`src/rtl/opcode_decrypt_pipe_if.sv`:
```
// Fetch/result handshake bundle between the ROM fetch side and the opcode decryptor.
// The master drives fetch requests and accepts results; the slave is the decryptor.
interface opcode_decrypt_pipe_if #(
  parameter int DW = 8,
  parameter int AW = 16
);
  logic          in_valid;
  logic          in_ready;
  logic [AW-1:0] in_addr;
  logic [DW-1:0] in_data;
  logic          in_m1;
  logic          out_valid;
  logic          out_ready;
  logic [DW-1:0] out_data;

  modport master (
    output in_valid, in_addr, in_data, in_m1, out_ready,
    input  in_ready, out_valid, out_data
  );

  modport slave (
    input  in_valid, in_addr, in_data, in_m1, out_ready,
    output in_ready, out_valid, out_data
  );
endinterface

```
`src/rtl/opcode_decrypt_pipe.sv`:
```
// Single-stage opcode decryptor: XOR with a downloadable 8-entry key table selected by
// fetch type and two address bits, optionally followed by a fixed bit permutation.
module opcode_decrypt_pipe #(
  parameter int              DW    = 8,
  parameter int              AW    = 16,
  parameter int              BIT_A = 13,
  parameter int              BIT_B = 2,
  parameter logic [3*DW-1:0] PERM  = {3'd7, 3'd2, 3'd5, 3'd1, 3'd3, 3'd6, 3'd4, 3'd0}
) (
  input  logic                  clk,
  input  logic                  reset,
  input  logic [1:0]            mode,
  input  logic                  dn_start,
  input  logic                  dn_wr,
  input  logic [2:0]            dn_addr,
  input  logic [DW-1:0]         dn_data,
  output logic                  loaded,
  opcode_decrypt_pipe_if.slave  bus
);

  logic [DW-1:0] table_q [8];
  logic [DW-1:0] table_d [8];
  logic [3:0]    cnt_q, cnt_d;
  logic          loaded_q, loaded_d;
  logic          out_valid_q, out_valid_d;
  logic [DW-1:0] out_data_q, out_data_d;

  logic          in_ready;
  logic          accept;
  logic [1:0]    eff_mode;
  logic [2:0]    idx;
  logic [DW-1:0] x_val;
  logic [DW-1:0] perm_val;
  logic [DW-1:0] result;
  logic          unused_addr_parity;

  assign in_ready = !out_valid_q || bus.out_ready;
  assign accept   = bus.in_valid && in_ready;

  // Lookup reads the registered table, so a same-cycle write is seen only by later fetches.
  assign idx   = {bus.in_m1, bus.in_addr[BIT_A], bus.in_addr[BIT_B]};
  assign x_val = bus.in_data ^ table_q[idx];
  assign unused_addr_parity = ^bus.in_addr;

  genvar gi;
  generate
    for (gi = 0; gi < DW; gi++) begin : g_perm
      assign perm_val[gi] = x_val[PERM[3*gi +: 3]];
    end
  endgenerate

  // An unloaded table would scramble fetches, so decryption is bypassed until loaded.
  always_comb begin
    eff_mode = 2'd0;
    if (loaded_q && (mode == 2'd1 || mode == 2'd2)) begin
      eff_mode = mode;
    end
    result = bus.in_data;
    case (eff_mode)
      2'd1:    result = x_val;
      2'd2:    result = perm_val;
      default: result = bus.in_data;
    endcase
  end

  always_comb begin
    table_d = table_q;
    if (dn_wr) begin
      table_d[dn_addr] = dn_data;
    end
    cnt_d = cnt_q;
    if (dn_start) begin
      cnt_d = dn_wr ? 4'd1 : 4'd0;
    end else if (dn_wr && cnt_q < 4'd8) begin
      cnt_d = cnt_q + 4'd1;
    end
    loaded_d = (cnt_d == 4'd8);
  end

  always_comb begin
    out_valid_d = out_valid_q;
    out_data_d  = out_data_q;
    if (accept) begin
      out_valid_d = 1'b1;
      out_data_d  = result;
    end else if (bus.out_ready) begin
      out_valid_d = 1'b0;
    end
  end

  always_ff @(posedge clk) begin
    if (reset) begin
      table_q     <= '{default: '0};
      cnt_q       <= 4'd0;
      loaded_q    <= 1'b0;
      out_valid_q <= 1'b0;
      out_data_q  <= '0;
    end else begin
      table_q     <= table_d;
      cnt_q       <= cnt_d;
      loaded_q    <= loaded_d;
      out_valid_q <= out_valid_d;
      out_data_q  <= out_data_d;
    end
  end

  assign loaded        = loaded_q;
  assign bus.in_ready  = in_ready;
  assign bus.out_valid = out_valid_q;
  assign bus.out_data  = out_data_q;

endmodule

```
`src/flat_wrapper.sv`:
```
// flat-port wrapper written by rule: the top's interface ports become plain ports
module opcode_decrypt_pipe_flat 
#(
  parameter int              DW    = 8,
  parameter int              AW    = 16,
  parameter int              BIT_A = 13,
  parameter int              BIT_B = 2,
  parameter logic [3*DW-1:0] PERM  = {3'd7, 3'd2, 3'd5, 3'd1, 3'd3, 3'd6, 3'd4, 3'd0}
)
  (clk, reset, mode, dn_start, dn_wr, dn_addr, dn_data, loaded, bus_in_valid, bus_in_addr, bus_in_data, bus_in_m1, bus_out_ready, bus_in_ready, bus_out_valid, bus_out_data);
  opcode_decrypt_pipe_if #(.DW(DW), .AW(AW)) bus_i ();
  input  logic clk;
  input  logic reset;
  input  logic [1:0] mode;
  input  logic dn_start;
  input  logic dn_wr;
  input  logic [2:0] dn_addr;
  input  logic [DW-1:0] dn_data;
  output logic loaded;
  input wire logic [$bits(bus_i.in_valid)-1:0] bus_in_valid;
  input wire logic [$bits(bus_i.in_addr)-1:0] bus_in_addr;
  input wire logic [$bits(bus_i.in_data)-1:0] bus_in_data;
  input wire logic [$bits(bus_i.in_m1)-1:0] bus_in_m1;
  input wire logic [$bits(bus_i.out_ready)-1:0] bus_out_ready;
  output wire logic [$bits(bus_i.in_ready)-1:0] bus_in_ready;
  output wire logic [$bits(bus_i.out_valid)-1:0] bus_out_valid;
  output wire logic [$bits(bus_i.out_data)-1:0] bus_out_data;
  assign bus_i.in_valid = bus_in_valid;
  assign bus_i.in_addr = bus_in_addr;
  assign bus_i.in_data = bus_in_data;
  assign bus_i.in_m1 = bus_in_m1;
  assign bus_i.out_ready = bus_out_ready;
  assign bus_in_ready = bus_i.in_ready;
  assign bus_out_valid = bus_i.out_valid;
  assign bus_out_data = bus_i.out_data;
  opcode_decrypt_pipe #(.DW(DW), .AW(AW), .BIT_A(BIT_A), .BIT_B(BIT_B), .PERM(PERM)) u_core (.clk(clk), .reset(reset), .mode(mode), .dn_start(dn_start), .dn_wr(dn_wr), .dn_addr(dn_addr), .dn_data(dn_data), .loaded(loaded), .bus(bus_i));
endmodule
```
`config.mk`:
```
export PLATFORM = sky130hd
export DESIGN_NAME = opcode_decrypt_pipe_flat
export DESIGN_NICKNAME = d
export VERILOG_FILES = /design/src/rtl/opcode_decrypt_pipe_if.sv /design/src/rtl/opcode_decrypt_pipe.sv /design/src/flat_wrapper.sv
export SDC_FILE = /design/constraint.sdc
export NUM_CORES = 1
export LEC_CHECK = 0
export ABC_AREA = 1
export CORE_AREA = 4 4 124 138
export CTS_BUF_LIST = sky130_fd_sc_hd__clkbuf_16
export CTS_CLUSTER_DIAMETER = 80
export DETAILED_ROUTE_END_ITERATION = 16
export DIE_AREA = 0 0 128 142
export GPL_TIMING_DRIVEN = 0
export RECOVER_POWER = 25
export SYNTH_ARGS = -nofsm -noshare
export SYNTH_HDL_FRONTEND = slang
export SYNTH_SLANG_ARGS = --single-unit
```
`constraint.sdc`:
```
create_clock -name clk -period 2.3 [get_ports clk]
set_input_delay 0.23 -clock clk [delete_from_list [all_inputs] [get_ports clk]]
set_output_delay 0.23 -clock clk [all_outputs]
set_load 0.01 [all_outputs]
```
==> results of run 1 <==
-- kinds of logic (layout without fill, tap and decap cells) --
logic type / Yosys count / count (layout) / synth area share [%]
AO/OA/AOI/OAI: 132 / 132 / 18.97
adder cells (fa/ha/maj): 3 / 3 / 1.009
buffers and inverters: 89 / 137 / 10.63
flip-flops: 78 / 78 / 41.98
AND/OR/NAND/NOR: 236 / 236 / 27.41
-- registers in the layout, indices dropped and copies added, names as in the netlist --
signal,cells
u_core.bus.out_valid,1
u_core.cnt_q,4
u_core.loaded,1
u_core.bus.out_data,8
u_core.table_q,64
-- area by class of cell --
class | instances | area [µm²]
Fill cell | 1730 | 11020
Multi-Input combinational cell | 371 | 1763
Sequential cell | 78 | 1562
Timing Repair Buffer | 32 | 320.3
Tap cell | 200 | 250.2
Inverter | 60 | 227.7
Clock buffer | 9 | 225.2
Buffer | 29 | 166.4
Clock inverter | 7 | 80.08
-- critical path, delay by kind of cell --
kind	cells	cell delay, ps
AND/OR/NAND/NOR	4	380
buffers and inverters	5	1100
AO/OA/AOI/OAI	1	130
adder cells (fa/ha/maj)	1	370
-- layer usage --
metal / track usage [%] / up-vias / part of all wire, %
li1: - / 1839 / -
met4: 5.587 / 0 / 2.7
met3: 1.914 / 22 / 5.1
met2: 22.15 / 102 / 49
met5: 0 / - / 0
met1: 15.99 / 1666 / 43
-- where the power goes --
group	leakage, nW	internal [mW]	switching, mW
Combinational	1.12	0.140	0.238
Clock	0.153	0.933	0.542
Sequential	0.635	1.40	0.0208
-- worst paths after layout --
check	startpoint	to	depth (start not counted)
setup / recovery	mode[1]	u_core.bus.out_data[0]	11
setup reg to reg	u_core.loaded	u_core.bus.out_data[0]	9
hold / removal	dn_data[2]	u_core.table_q[2]	3
hold reg to reg	u_core.table_q[30]	u_core.table_q[30]	2
-- through the flow --
| stage | util [%] | hold slack (ps) | setup slack [ps] | cell area (µm²) | cells |
|---|---|---|---|---|---|
| after floorplan | - | 299.1 | 723.9 | 3720 | 538 |
| final | 29.42 | 264.7 | 361.5 | 4594 | 786 |
| after detailed placement | 27.48 | 443.5 | 35.39 | 4290 | 770 |
| after CTS | 29.43 | 264.7 | 358.9 | 4596 | 786 |
| after global routing | 29.42 | 294.4 | 135.9 | 4594 | 786 |
| after global placement | 27.48 | 437.6 | 45.24 | 4290 | 770 |
-- placed cells by master, fill, tap and decap left out, drive strengths merged --
cell | synthesis | layout
nor3 | 2 | 2
a22oi | 1 | 1
clkdlybuf4s50 | 0 | 21
a41oi | 1 | 1
nor2 | 104 | 104
dfxtp | 78 | 78
o211ai | 9 | 9
nand2 | 69 | 69
inv | 59 | 60
bufinv | 0 | 2
a21oi | 43 | 43
buf | 16 | 15
dlygate4sd3 | 0 | 11
ha | 3 | 3
a31oi | 1 | 1
clkinv | 1 | 5
clkbuf | 13 | 23
nand3 | 57 | 57
nand4 | 4 | 4
o21ai | 77 | 77
==> impl_results.md, run 1 <==
- Via Count: 3629
- DRC viols: 0
- Die X: 128 µm
- Number of synthesized flops with an enable pin: 0
- CTS root buf: clkbuf_16
- Ys flop type: dfxtp_1
- Clk pin slew, worst setup/hold paths: 60 ps
- Grt total ovfl: 0
- Max Fanout on Critical Path: 10
- Die Ht: 142 µm
- Cts hold-fix bufs: 0
- Die ar.: 0.01818 mm²
- Antenna Diode Count: 0
- Ys Warns: 0
- Initial DRC Count: 326
- DRT Pass-1 Iters: 5
- Final hold vios: 0
- Synth cell count leaders: nor2_1 (103), dfxtp_1 (78), o21ai_0 (73)
- Clk_lat worst skew: 340 ps
- CP peak stage delay: 480 ps
- Worst-path cell chain: clkdlybuf4s50_1 > inv_1 > nand3_1 > inv_1 > ha_1 > inv_1 > clkbuf_1 > nand3_1 > nand2_1 > nand3_1 > a21oi_1
- Area share of the largest cell type after synthesis: 41.98%
- Setup slack, reg-to-reg: 440 ps
- Worst clock skew: 6.683 ps
- Slowest-stage cell, CP: clkdlybuf4s50_1
- Final period util: 84.28%
- Worst-Margin Slew: 587.2 ps
- Ports: 55
- Port Buffers: 32
- Vias in the first global route: 3664
- P&R area growth vs syn: 23.51%
- Fin Setup TNS: 0 ps
- Status: complete, no violations
- Peak VDD IR: 385.9 µV
- Post-CTS Setup Inserts: 0
- CTS Buf Count: 9
- RD Place Congestion: 0.8365
- Worst EP arrival: 2200 ps
- Syn avg cell area: 6.914 µm²
- Largest net degree at the start of global routing: 13
- Initial antenna violation count: 0
- Synth async-reset ratio: 0%
- Starting Density: 23.82%
- Synth area leaders: dfxtp_1 (42%), nor2_1 (10%), o21ai_0 (9.8%)
- Post-synthesis sequential area ratio: 41.98%
- Mapped Area: 0.003720 mm²
- Worst endpoint required time: 2560 ps
- Routed Antenna Nets: 0
- Crit. End Element: flop
- Hpwl dp: 8263 µm
- Pwr per Cell Area: 713.1 mW/mm²
- Drt wl/cell: 14.53 µm
- LEAKAGE: 1.908 nW
- Vias/cell: 4.617
- Total routed wirelength: 11420 µm
- Tot Pwr: 3.276 mW
- TritonCTS clock tree: built
- Netlist cell types: 27
- Total track usage: 12.88%
- Layout cells sized above 1: 7.850%
- Slew headroom: 60.71%
- F_max: 515.9 MHz
- Clock buffer depth: 2
- RSZ-0062 raised after global routing: no
- CTS H-tree lvls: 3
- Most frequent cell after synthesis: nor2_1
- First-pass GRT wire length: 18380 µm
- Final nets: 628
- Area of the core: 0.01562 mm²
- TritonCTS Sinks: 78
- Syn nets: 585
- Tmin final: 1939 ps
- Synth Instances: 538
- Startpoint Class: primary input
- Setup violators final: 0
- Max Cap Violations: 0
- CP Class: primary input to flop
- Final slew viol count: 0
- Yosys reg bits: 78
- Post-cts resize count: 0
- Cell Rows: 48
- Hold Crit Class: primary input to flop
- Area leader, netlist: dfxtp_1
No activity file was read; power rests on OpenSTA's default activity.
==> run 2, diff against run 1 <==
==> constraint.sdc (replaced) <==
create_clock -name clk -period 1.9 [get_ports clk]
set_input_delay 0.19 -clock clk [delete_from_list [all_inputs] [get_ports clk]]
set_output_delay 0.19 -clock clk [all_outputs]
set_load 0.01 [all_outputs]
==> run 2 against run 1 <==
Clock skew barely moved. Critical endpoint is now u_core.table_q[33]. Wire length is essentially flat. Global-route usage about the same.
==> impl_results.md, run 2 (synthesis results as in run 1) <==
- Worst clock skew: 6.868 ps (+0.1847 ps)
- Total routed wirelength: 11430 µm (about the same)
- LEAKAGE: 1.903 nW (-0.24%)
- CTS Buf Count: 9 (unchanged)
- Die Ht: 142 µm (unchanged)
- Slowest-stage cell, CP: clkdlybuf4s50_1
- Fin Setup TNS: 0 ps (unchanged)
- Hold Crit Class: primary input to flop
- Reg2Reg Launch Point: u_core.loaded
- CP Class: primary input to flop
- CP peak stage delay: 530 ps (+50 ps)
- Final slew viol count: 0 (unchanged)
- TritonCTS clock tree: built
- Starting Density: 23.82% (unchanged)
- Final setup margin: 179.1 ps (-182.4 ps)
- CTS root buf: clkbuf_16
- Most frequent cells in the layout: nor2_1 (98), dfxtp_1 (78), o21ai_0 (73)
- First-pass GRT wire length: 18340 µm (-0.22%)
- Hold Path Stages: 3 (unchanged)
- Drt wl/cell: 14.56 µm (+0.20%)
- CTS H-tree lvls: 3 (unchanged)
- Port Buffers: 32 (unchanged)
- DRT Pass-1 Iters: 5 (unchanged)
- Max reg flops: 64 (unchanged)
- Via Count: 3621 (-0.22%)
- Final hold vios: 0 (unchanged)
- DRC viols: 0 (unchanged)
- Clk pin slew, worst setup/hold paths: 60 ps (about the same)
- Tot Pwr: 3.979 mW (+21%)
- Critical Path Source: dn_wr
- Cts hold-fix bufs: 0 (unchanged)
- Peak VDD IR: 465.1 µV (+21%)
- Register-to-Register Path Depth: 8 (-1)
- Vias/cell: 4.613 (about the same)
- Register with the highest flop count: u_core.table_q
- Tmin final: 1721 ps
- Final period util: 90.57%
- R2r endpoint: u_core.bus.out_data[5]
- P&R area growth vs syn: 23.75%
- Startpoint Class: primary input
- Worst Path Buf+Inv: 3 (-2)
- Antenna Diode Count: 0 (unchanged)
- RSZ-0062 raised after global routing: no
- Critical Path Stages: 7 (-4)
- Largest net degree at the start of global routing: 13 (unchanged)
- Clk_lat worst skew: 330 ps (about the same)
- Final nets: 627 (-0.16%)
- Ports: 55 (unchanged)
- Worst-path cell chain: clkdlybuf4s50_1 > nand2_1 > nor2_1 > inv_1 > clkbuf_1 > o21ai_0 > a21oi_1
- Crit. End Element: flop
- Max Fanout on Critical Path: 10 (unchanged)
- Clock buffer depth: 2 (unchanged)
- Leading cell type in the layout, fill and taps excluded: nor2_1
- Cell Rows: 48 (unchanged)
- RD Place Congestion: 0.8365 (unchanged)
- Post-cts resize count: 0 (unchanged)
- TritonCTS Sinks: 78 (unchanged)
- Die ar.: 0.01818 mm² (unchanged)
- Max Cap Violations: 0 (unchanged)
- Layout cells sized above 1: 8.718% (+0.87 points)
- Routed Antenna Nets: 0 (unchanged)
- Slew headroom: 61.26% (+0.55 points)
- Grt total ovfl: 0 (unchanged)
- Initial antenna violation count: 0 (unchanged)
- Worst EP arrival: 1920 ps (-280 ps)
- Area of the core: 0.01562 mm² (unchanged)
- Worst Setup EP: u_core.table_q[33]
- Worst endpoint required time: 2100 ps (-460 ps)
- Layout fillers: 1725 (-0.29%)
- Status: complete, no violations
- F_max: 581.1 MHz
- Place WS: -324.6 ps (-360.0 ps)
- Die X: 128 µm (unchanged)
- Setup slack, reg-to-reg: 260 ps (-180 ps)
- Setup violators final: 0 (unchanged)
- Pwr per Cell Area: 864.3 mW/mm² (+21%)
- Initial DRC Count: 277 (-15%)
- Worst-Margin Slew: 581.1 ps (-6.142 ps)
- Largest delay share family, worst path: buffers and inverters
- Post-CTS Setup Inserts: 0 (unchanged)
- Vias in the first global route: 3655 (-0.25%)
- Total track usage: 12.85% (-0.031 points)
- Hpwl dp: 8263 µm (unchanged)
==> run 2: changes by cell type in the layout (fill, tap and decap cells not counted) <==
cell | previous run | this run
nor2_1 | 103 | 98
nor2_2 | 0 | 5
clkbuf_1 | 14 | 13
==> run 2: final cells by class <==
cell class | count | area [µm²] | area share [%]
inverter | 60 | 227.7 | 4.947
tap | 200 | 250.2 | 5.436
clock inverter | 7 | 80.08 | 1.740
buffer | 28 | 162.7 | 3.534
sequential | 78 | 1562 | 33.92
clock buffer | 9 | 225.2 | 4.893
multi-input combinational | 371 | 1775 | 38.57
timing repair buffer | 32 | 320.3 | 6.958
==> run 2: power breakdown <==
part           switching [mW]  internal (mW)
Combinational           0.291          0.170
Clock                   0.665           1.13
Sequential             0.0252           1.70
==> run 2: worst min-delay path by stage <==
stage | from | to | slack [ps]
5_1_grt | dn_data[2] | u_core.table_q[26] | 250
4_1_cts | dn_data[2] | u_core.table_q[2] | 220
2_1_floorplan | reset | u_core.bus.out_data[7] | 260
3_3_place_gp | u_core.table_q[30] | u_core.table_q[30] | 440
6_report | dn_data[2] | u_core.table_q[50] | 230
3_5_place_dp | u_core.table_q[30] | u_core.table_q[30] | 440
==> run 2: worst reg2reg max path, cell delays in order, from the launching register on <==
cell	delay (ps)
dfxtp_1	320
nand3_1	120
inv_1	60
ha_1	370
inv_1	310
nand3_1	130
nand2_1	80
nand3_1	70
a21oi_1	130
==> run 2: metrics by stage <==
stage	util, %	area, µm²	hold WS (ps)	std cells
CTS	29.41	4592	224.7	785
finish	29.48	4603	226.6	785
detailed placement	27.48	4290	443.5	770
global placement	27.48	4290	437.6	770
global route	29.48	4603	253.4	785
floorplan	-	3720	259.1	538
==> run 2: layer usage <==
layer | global-route usage (%) | wire [µm]
met1 | 15.92 | 4990
met2 | 22.12 | 5565
met3 | 1.914 | 614
met4 | 5.587 | 260
met5 | 0 | 0
